**src/rtl/q2a_mux.sv**
```systemverilog
// q2a_mux: 4:1 single-bit multiplexer with a registered capture stage.
// The combinational pick Y is always live, including while reset is held.
// The clocked side path records the last captured bit and its select value.
// It also keeps two saturating counters: all captures, and captures where Y=1.
module q2a_mux #(
  parameter int CNT_W = 8
) (
  input  logic             clk,
  input  logic             rst_n,
  input  logic [3:0]       number,
  input  logic [1:0]       selection,
  output logic             Y,
  input  logic             en,
  input  logic             clr,
  output logic             y_q,
  output logic [1:0]       sel_q,
  output logic             y_vld,
  output logic [CNT_W-1:0] cnt_total,
  output logic [CNT_W-1:0] cnt_ones
);

  localparam logic [CNT_W-1:0] CNT_MAX = '1;

  // One-hot AND-OR pick.
  // A deselected channel is gated to 0, so an unknown value on an
  // unselected bit never reaches Y.
  logic [3:0] chan_hit;

  genvar gi;
  generate
    for (gi = 0; gi < 4; gi++) begin : g_chan
      assign chan_hit[gi] = number[gi] & (selection == 2'(gi));
    end
  endgenerate

  assign Y = |chan_hit;

  logic             y_reg, y_next;
  logic [1:0]       sel_reg, sel_next;
  logic             vld_reg, vld_next;
  logic [CNT_W-1:0] total_reg, total_next;
  logic [CNT_W-1:0] ones_reg, ones_next;

  // Next-state for the capture registers and counters.
  // clr wins over a same-cycle increment, but the capture itself still lands.
  // cnt_ones only moves on a counted capture, so it can never exceed cnt_total.
  always_comb begin
    y_next     = y_reg;
    sel_next   = sel_reg;
    vld_next   = en;
    total_next = total_reg;
    ones_next  = ones_reg;
    if (en) begin
      y_next   = Y;
      sel_next = selection;
    end
    if (clr) begin
      total_next = '0;
      ones_next  = '0;
    end else if (en) begin
      if (total_reg != CNT_MAX) begin
        total_next = total_reg + 1'b1;
      end
      if (Y && (ones_reg != CNT_MAX)) begin
        ones_next = ones_reg + 1'b1;
      end
    end
  end

  // State registers.
  // Reset asserts asynchronously and drops any capture that is in flight.
  always_ff @(posedge clk or negedge rst_n) begin
    if (!rst_n) begin
      y_reg     <= 1'b0;
      sel_reg   <= 2'b00;
      vld_reg   <= 1'b0;
      total_reg <= '0;
      ones_reg  <= '0;
    end else begin
      y_reg     <= y_next;
      sel_reg   <= sel_next;
      vld_reg   <= vld_next;
      total_reg <= total_next;
      ones_reg  <= ones_next;
    end
  end

  assign y_q       = y_reg;
  assign sel_q     = sel_reg;
  assign y_vld     = vld_reg;
  assign cnt_total = total_reg;
  assign cnt_ones  = ones_reg;

endmodule

```
**config.mk**
```make
export PLATFORM = sky130hd
export DESIGN_NAME = q2a_mux
export DESIGN_NICKNAME = d
export VERILOG_FILES = /design/src/rtl/q2a_mux.sv
export SDC_FILE = /design/constraint.sdc
export NUM_CORES = 1
export LEC_CHECK = 0
export BUFFER_PORTS_ARGS = -buffer_cell sky130_fd_sc_hd__buf_2
export CAP_MARGIN = 25
export CORE_MARGIN = 2
export CORE_UTILIZATION = 49
export DETAILED_ROUTE_END_ITERATION = 10
export GPL_TIMING_DRIVEN = 1
export HOLD_SLACK_MARGIN = 0.03
export PLACE_DENSITY = 0.77
export SYNTH_ARGS = -nofsm -noshare
export SYNTH_HDL_FRONTEND = slang
export SYNTH_SLANG_ARGS = --single-unit
```
**constraint.sdc**
```tcl
create_clock -name clk -period 1.92 [get_ports clk]
set_input_delay 0.192 -clock clk [delete_from_list [all_inputs] [get_ports clk]]
set_output_delay 0.192 -clock clk [all_outputs]
set_load 0.01 [all_outputs]
```
==> impl_metrics.toml, run 1 <==
[status]
outcome = "finished, final reports clean"

[synthesis]
synthCells = 95
synth_area_sq_um = 1000
ys_seq_area_share_pct = 49.8
synth_cell_type_count = 25
syn-num-nets = 107
yosysWarnings = 0
ys_ff_latch = 20
avgSynthCellArea_sq_um = 10.6

[placement]
place_ws_ps = 258
gp_congestion = 0.808
dp.cells = 149
io_buffers = 30
hpwl_mm = 1.43

[global_route]
grt_usage_pct = 18.9
antenna_found_initial = 0
grt_max_degree = 21
grt_pass1_vias = 793
grt_pass1_wl_mm = 3.46
grt_overflow = 0

[routing]
first_iter_violations = 9
num_vias = 848
vias_per_cell = 5.51
firstDrtPassIters = 5
remaining_drc_errors = 0
routedWlPerCell_um = 12.7
routed_wl_mm = 1.95
ant_nets = 0

[setup_path]
worstSetupPathType = "register to register"
end_kind = "register"
crit_arrival_ps = 1860
startpoint_type = "register"
rrSetupSlack_ps = 250
cp_max_fo = 10
worstPathRequired_ps = 2110
r2r_cells = 5

[timing]
setup_viol_count_final = 0
worst_slack_ps = 247
finalHoldViolations = 0
whs_ps = 135
drv_slew = 0
tightest_slew_ps = 442
clock_skew_ps = 1.05
finalSetupTns_ps = 0
rsz0062_at_grt = "no"
slew_headroom_pct = 70.5
min_period_ps = 1670
fmaxAchievable_mhz = 598
finalCritPeriodShare_pct = 87.1

[layout]
finalNetCount = 140
syn2layout_area_growth_pct = 20.4
fin_cells = 154
drive_above_1_share_pct = 30.7
num_antenna_cells = 0

[pwr]
seqPwrFrac_pct = 57.1
p_per_area_nw_per_um2 = 650
p_clk_share_pct = 30.7
power.leakage_nw = 0.608
p_sw_share_pct = 24.5
comb_power_share_pct = 12.1
ir_drop_v = 0.000423
power_switching_mw = 0.193
internal-power_mw = 0.594

[clock_network]
post_cts_buffers = 0
cts_max_level = 1
root_buffer = "clkbuf_4"
ctsHoldBuffers = 1
path_clk_slew_ps = 110
cts_buffers = 3
ctsResizeCount = 0
worstSkewPairLatency_ps = 290
ctsLongestPathBuffers = 2
cts_sinks = 20
cts_tree = "built"

[hold_path]
min_path_type = "input pin to register"
min_delay_path_depth = 1

[floorplan]
fp-row-count = 16
die_x_um = 49.3
die_area_sq_um = 2430
die_y_um = 49.3
coreArea_sq_um = 1940
start_util_pct = 51.7
io_pins = 31

[run]
cap_viol_max_count = 0
area by class of cell:
| cell class | instances | area, sq um |
|---|---|---|
| Sequential cell | 20 | 500 |
| Multi-Input combinational cell | 69 | 468 |
| Inverter | 3 | 11.3 |
| Fill cell | 176 | 732 |
| Timing Repair Buffer | 31 | 160 |
| Clock buffer | 4 | 36.3 |
| Tap cell | 27 | 33.8 |
flip-flops by register name, indices dropped and copies added, names as in the netlist:
register,flops
cnt_ones,8
sel_q,2
y_q,1
cnt_total,8
y_vld,1
power groups by stage:
stage	logic, mW	registers, mW	clock network (mW)
after global placement	0.0933	0.456	0
after CTS	0.0980	0.449	0.251
after global routing	0.107	0.453	0.270
after detailed placement	0.0960	0.457	0
final	0.0955	0.449	0.242
after floorplan	0.0476	0.465	0
stage by stage:
step	utilization, %	instance area (sq um)	power, mW
2_1_floorplan	-	1000	0.512
3_3_place_gp	59.9	1160	0.549
3_5_place_dp	59.9	1160	0.553
4_1_cts	62.3	1210	0.798
5_1_grt	62.3	1210	0.830
6_report	62.3	1210	0.786
layout by cell type (no fill, tap or decap), drive strengths merged, types with 5 or more instances in the layout:
| cell type | instances |
|---|---|
| dfrtp | 20 |
| xor2 | 6 |
| nor2 | 9 |
| or3 | 5 |
| a21oi | 7 |
| and3 | 5 |
| nand3 | 6 |
| o21ai | 7 |
| buf | 30 |
Yosys cell counts:
cell | number | area (sq um)
nand2_1 | 4 | 15.0
mux2_2 | 3 | 33.8
nand4_1 | 2 | 12.5
nor3_1 | 1 | 5.00
clkdlybuf4s18_2 | 1 | 10.0
a311oi_1 | 1 | 8.76
dfrtp_1 | 20 | 500
nand3_1 | 6 | 30.0
o21ai_0 | 7 | 35.0
o311ai_4 | 1 | 26.3
buf_6 | 1 | 11.3
and3_1 | 5 | 31.3
or3_1 | 5 | 31.3
clkbuf_1 | 1 | 3.75
nor4_1 | 1 | 6.26
nor2b_1 | 2 | 12.5
a21oi_1 | 7 | 35.0
o211ai_1 | 3 | 22.5
inv_1 | 3 | 11.3
o31a_1 | 1 | 8.76
mux4_2 | 1 | 22.5
nor2_1 | 9 | 33.8
mux2i_1 | 2 | 20.0
ha_1 | 2 | 25.0
xor2_1 | 6 | 52.6
cells by family after synthesis:
logic type      after synthesis  share of synthesized area, %
flops                        20                          49.8
fa+ha+maj                     2                          2.49
mux                           6                          7.60
buf+inv                       6                          3.61
compound gates               20                          13.6
xor+xnor                      6                          5.23
simple gates                 35                          17.7
per-layer routing:
layer	track usage, %	wire length [um]	up-vias
li1	-	-	408
met1	22.3	847	402
met2	31.8	932	34
met3	3.68	131	4
met4	11.0	40	0
met5	0	0	-
critical path, cell delays in order (launching register included):
cell and delay [ps]:
dfrtp_1 440, ha_1 240, nand4_1 180, o311ai_4 430
mux2i_1 230, nor2_1 50
worst paths after layout:
kind,startpoint,end
max in group asynchronous,rst_n,cnt_ones[0]
hold / removal,en,y_vld
min in group asynchronous,rst_n,cnt_ones[4]
setup / recovery,cnt_ones[0],cnt_ones[1]
hold reg to reg,sel_q[0],sel_q[0]
setup reg to reg,cnt_ones[0],cnt_ones[1]
(Power assumes the default switching activity.)
==> run 2: changes to the inputs <==
- RECOVER_POWER: default -> 25
==> run 2 against run 1 <==
Compared with the run above: combinational power shrank 0.6%; global-route usage stayed put; wire length hardly changed; non-clock buffer count unchanged; maximum frequency is essentially flat; worst hold slack improved by 14 ps.
==> impl_metrics.toml, run 2 (synthesis results as in run 1) <==
[clock_network]
root_buffer = "clkbuf_4"
cts_buffers = 3
cts_sinks = 20
post_cts_buffers = 0
worstSkewPairLatency_ps = 290
cts_tree = "built"
cts_max_level = 1
path_clk_slew_ps = 110
ctsLongestPathBuffers = 2

[setup_path]
cp_cell_sequence = "ha_1 > nand4_1 > o311ai_4 > mux2i_1 > nor2_1"
cp.buffers_inverters = 0
worstSetupPathType = "register to register"
r2r_cells = 5
startpoint_type = "register"
cp_max_fo = 10
crit_family = "flip-flops"
end_kind = "register"
slowest_delay_ps = 440
worstPathRequired_ps = 2110
r2r-start = "cnt_ones[0]"
timing.rr.end = "cnt_ones[1]"
rrSetupSlack_ps = 250
critical_path.slowest_cell = "dfrtp_1"
crit_arrival_ps = 1860

[pwr]
power_switching_mw = 0.193
p_sw_share_pct = 24.5
p_per_area_nw_per_um2 = 651
comb_power_share_pct = 12.1
p_clk_share_pct = 30.8
power.leakage_nw = 0.603
seqPwrFrac_pct = 57.2
internal-power_mw = 0.593
ir_drop_v = 0.000422
total_power_mw = 0.786

[floorplan]
fp-row-count = 16
io_pins = 31
die_x_um = 49.3
coreArea_sq_um = 1940
die_area_sq_um = 2430
die_y_um = 49.3
start_util_pct = 51.7

[routing]
firstDrtPassIters = 5
routed_wl_mm = 1.95
ant_nets = 0
remaining_drc_errors = 0
num_vias = 848
routedWlPerCell_um = 12.7
vias_per_cell = 5.51
first_iter_violations = 9

[timing]
rsz0062_at_grt = "no"
finalCritPeriodShare_pct = 87.2
finalHoldViolations = 0
min_period_ps = 1670
fmaxAchievable_mhz = 598
drv_slew = 0
slew_headroom_pct = 29.3
clock_skew_ps = 1.05
finalSetupTns_ps = 0
tightest_slew_ps = 1060
whs_ps = 149
setup_viol_count_final = 0

[global_route]
grt_usage_pct = 18.9
grt_pass1_vias = 793
antenna_found_initial = 0
grt_max_degree = 21
grt_pass1_wl_mm = 3.46
grt_overflow = 0

[hold_path]
whs_endpoint = "sel_q[1]"
min_delay_path_depth = 2
min_path_type = "input pin to register"
hold_path.startpoint = "selection[1]"

[layout]
layout_commonest_cell = "buf_2"
num_antenna_cells = 0
final_cell_area_sq_um = 1210
final_cell_mix = "buf_2, dfrtp_1, nor2_1, o21ai_0, a21oi_1"
drive_above_1_share_pct = 29.1
finalNetCount = 140
fill_cells = 177
syn2layout_area_growth_pct = 20.2
fin_util_pct = 62.2

[placement]
io_buffers = 30
gp_congestion = 0.808
postPlaceCellArea_sq_um = 1160
hpwl_mm = 1.43

[run]
cap_viol_max_count = 0

[status]
outcome = "finished, final reports clean"
[run 2: cell count changes in the layout (fill, tap and decap cells not counted)]
| cell | before | now |
|---|---|---|
| buf_2 | 30 | 28 |
| clkbuf_1 | 0 | 2 |
[run 2: how the worst max path moves through the flow]
stage / startpoint / end / slack [ps] / depth (start not counted)
final: cnt_ones[0] / cnt_ones[1] / 250 / 5
after global routing: cnt_ones[0] / cnt_ones[3] / 90 / 5
after CTS: cnt_ones[0] / cnt_ones[1] / 230 / 5
after detailed placement: cnt_ones[0] / cnt_ones[1] / 260 / 5
after global placement: cnt_ones[0] / cnt_ones[1] / 310 / 5
after floorplan: cnt_ones[0] / cnt_ones[1] / 330 / 5
[run 2: timing repair]
action / 4_1_cts / 5_1_grt
setup endpoints to repair: 0 / 0
resized for setup: 0 / 0
hold buffers: 1 / 0
hold endpoints to repair: 20 / 0
[run 2: per-stage QoR]
stage                     worst slack, ps  cells
after floorplan                       329     95
after global placement                312    149
after detailed placement              258    149
after CTS                             233    154
after global routing                 86.7    154
final                                 246    154
[run 2: power groups by stage]
stage	combinational (mW)	sequential, mW	clock [mW]
finish	0.0949	0.449	0.242
global route	0.107	0.453	0.270
CTS	0.0980	0.449	0.251
detailed placement	0.0960	0.457	0
global placement	0.0933	0.456	0
floorplan	0.0476	0.465	0
[run 2: layer usage]
metal | routed length (um) | up-vias | share of wire, % | global-route usage [%]
met5 | 0 | - | 0 | 0
met4 | 40 | 0 | 2.0 | 11.0
met3 | 131 | 4 | 6.7 | 3.68
met2 | 933 | 34 | 48 | 31.8
met1 | 846 | 402 | 43 | 22.3
li1 | - | 408 | - | -
[run 2: layout make-up]
cell class	count	area [sq um]	share of cell area, %
clock buffer	4	36.3	3.01
multi-input combinational	69	468	38.8
inverter	3	11.3	0.933
timing repair buffer	31	158	13.1
tap	27	33.8	2.80
sequential	20	500	41.5
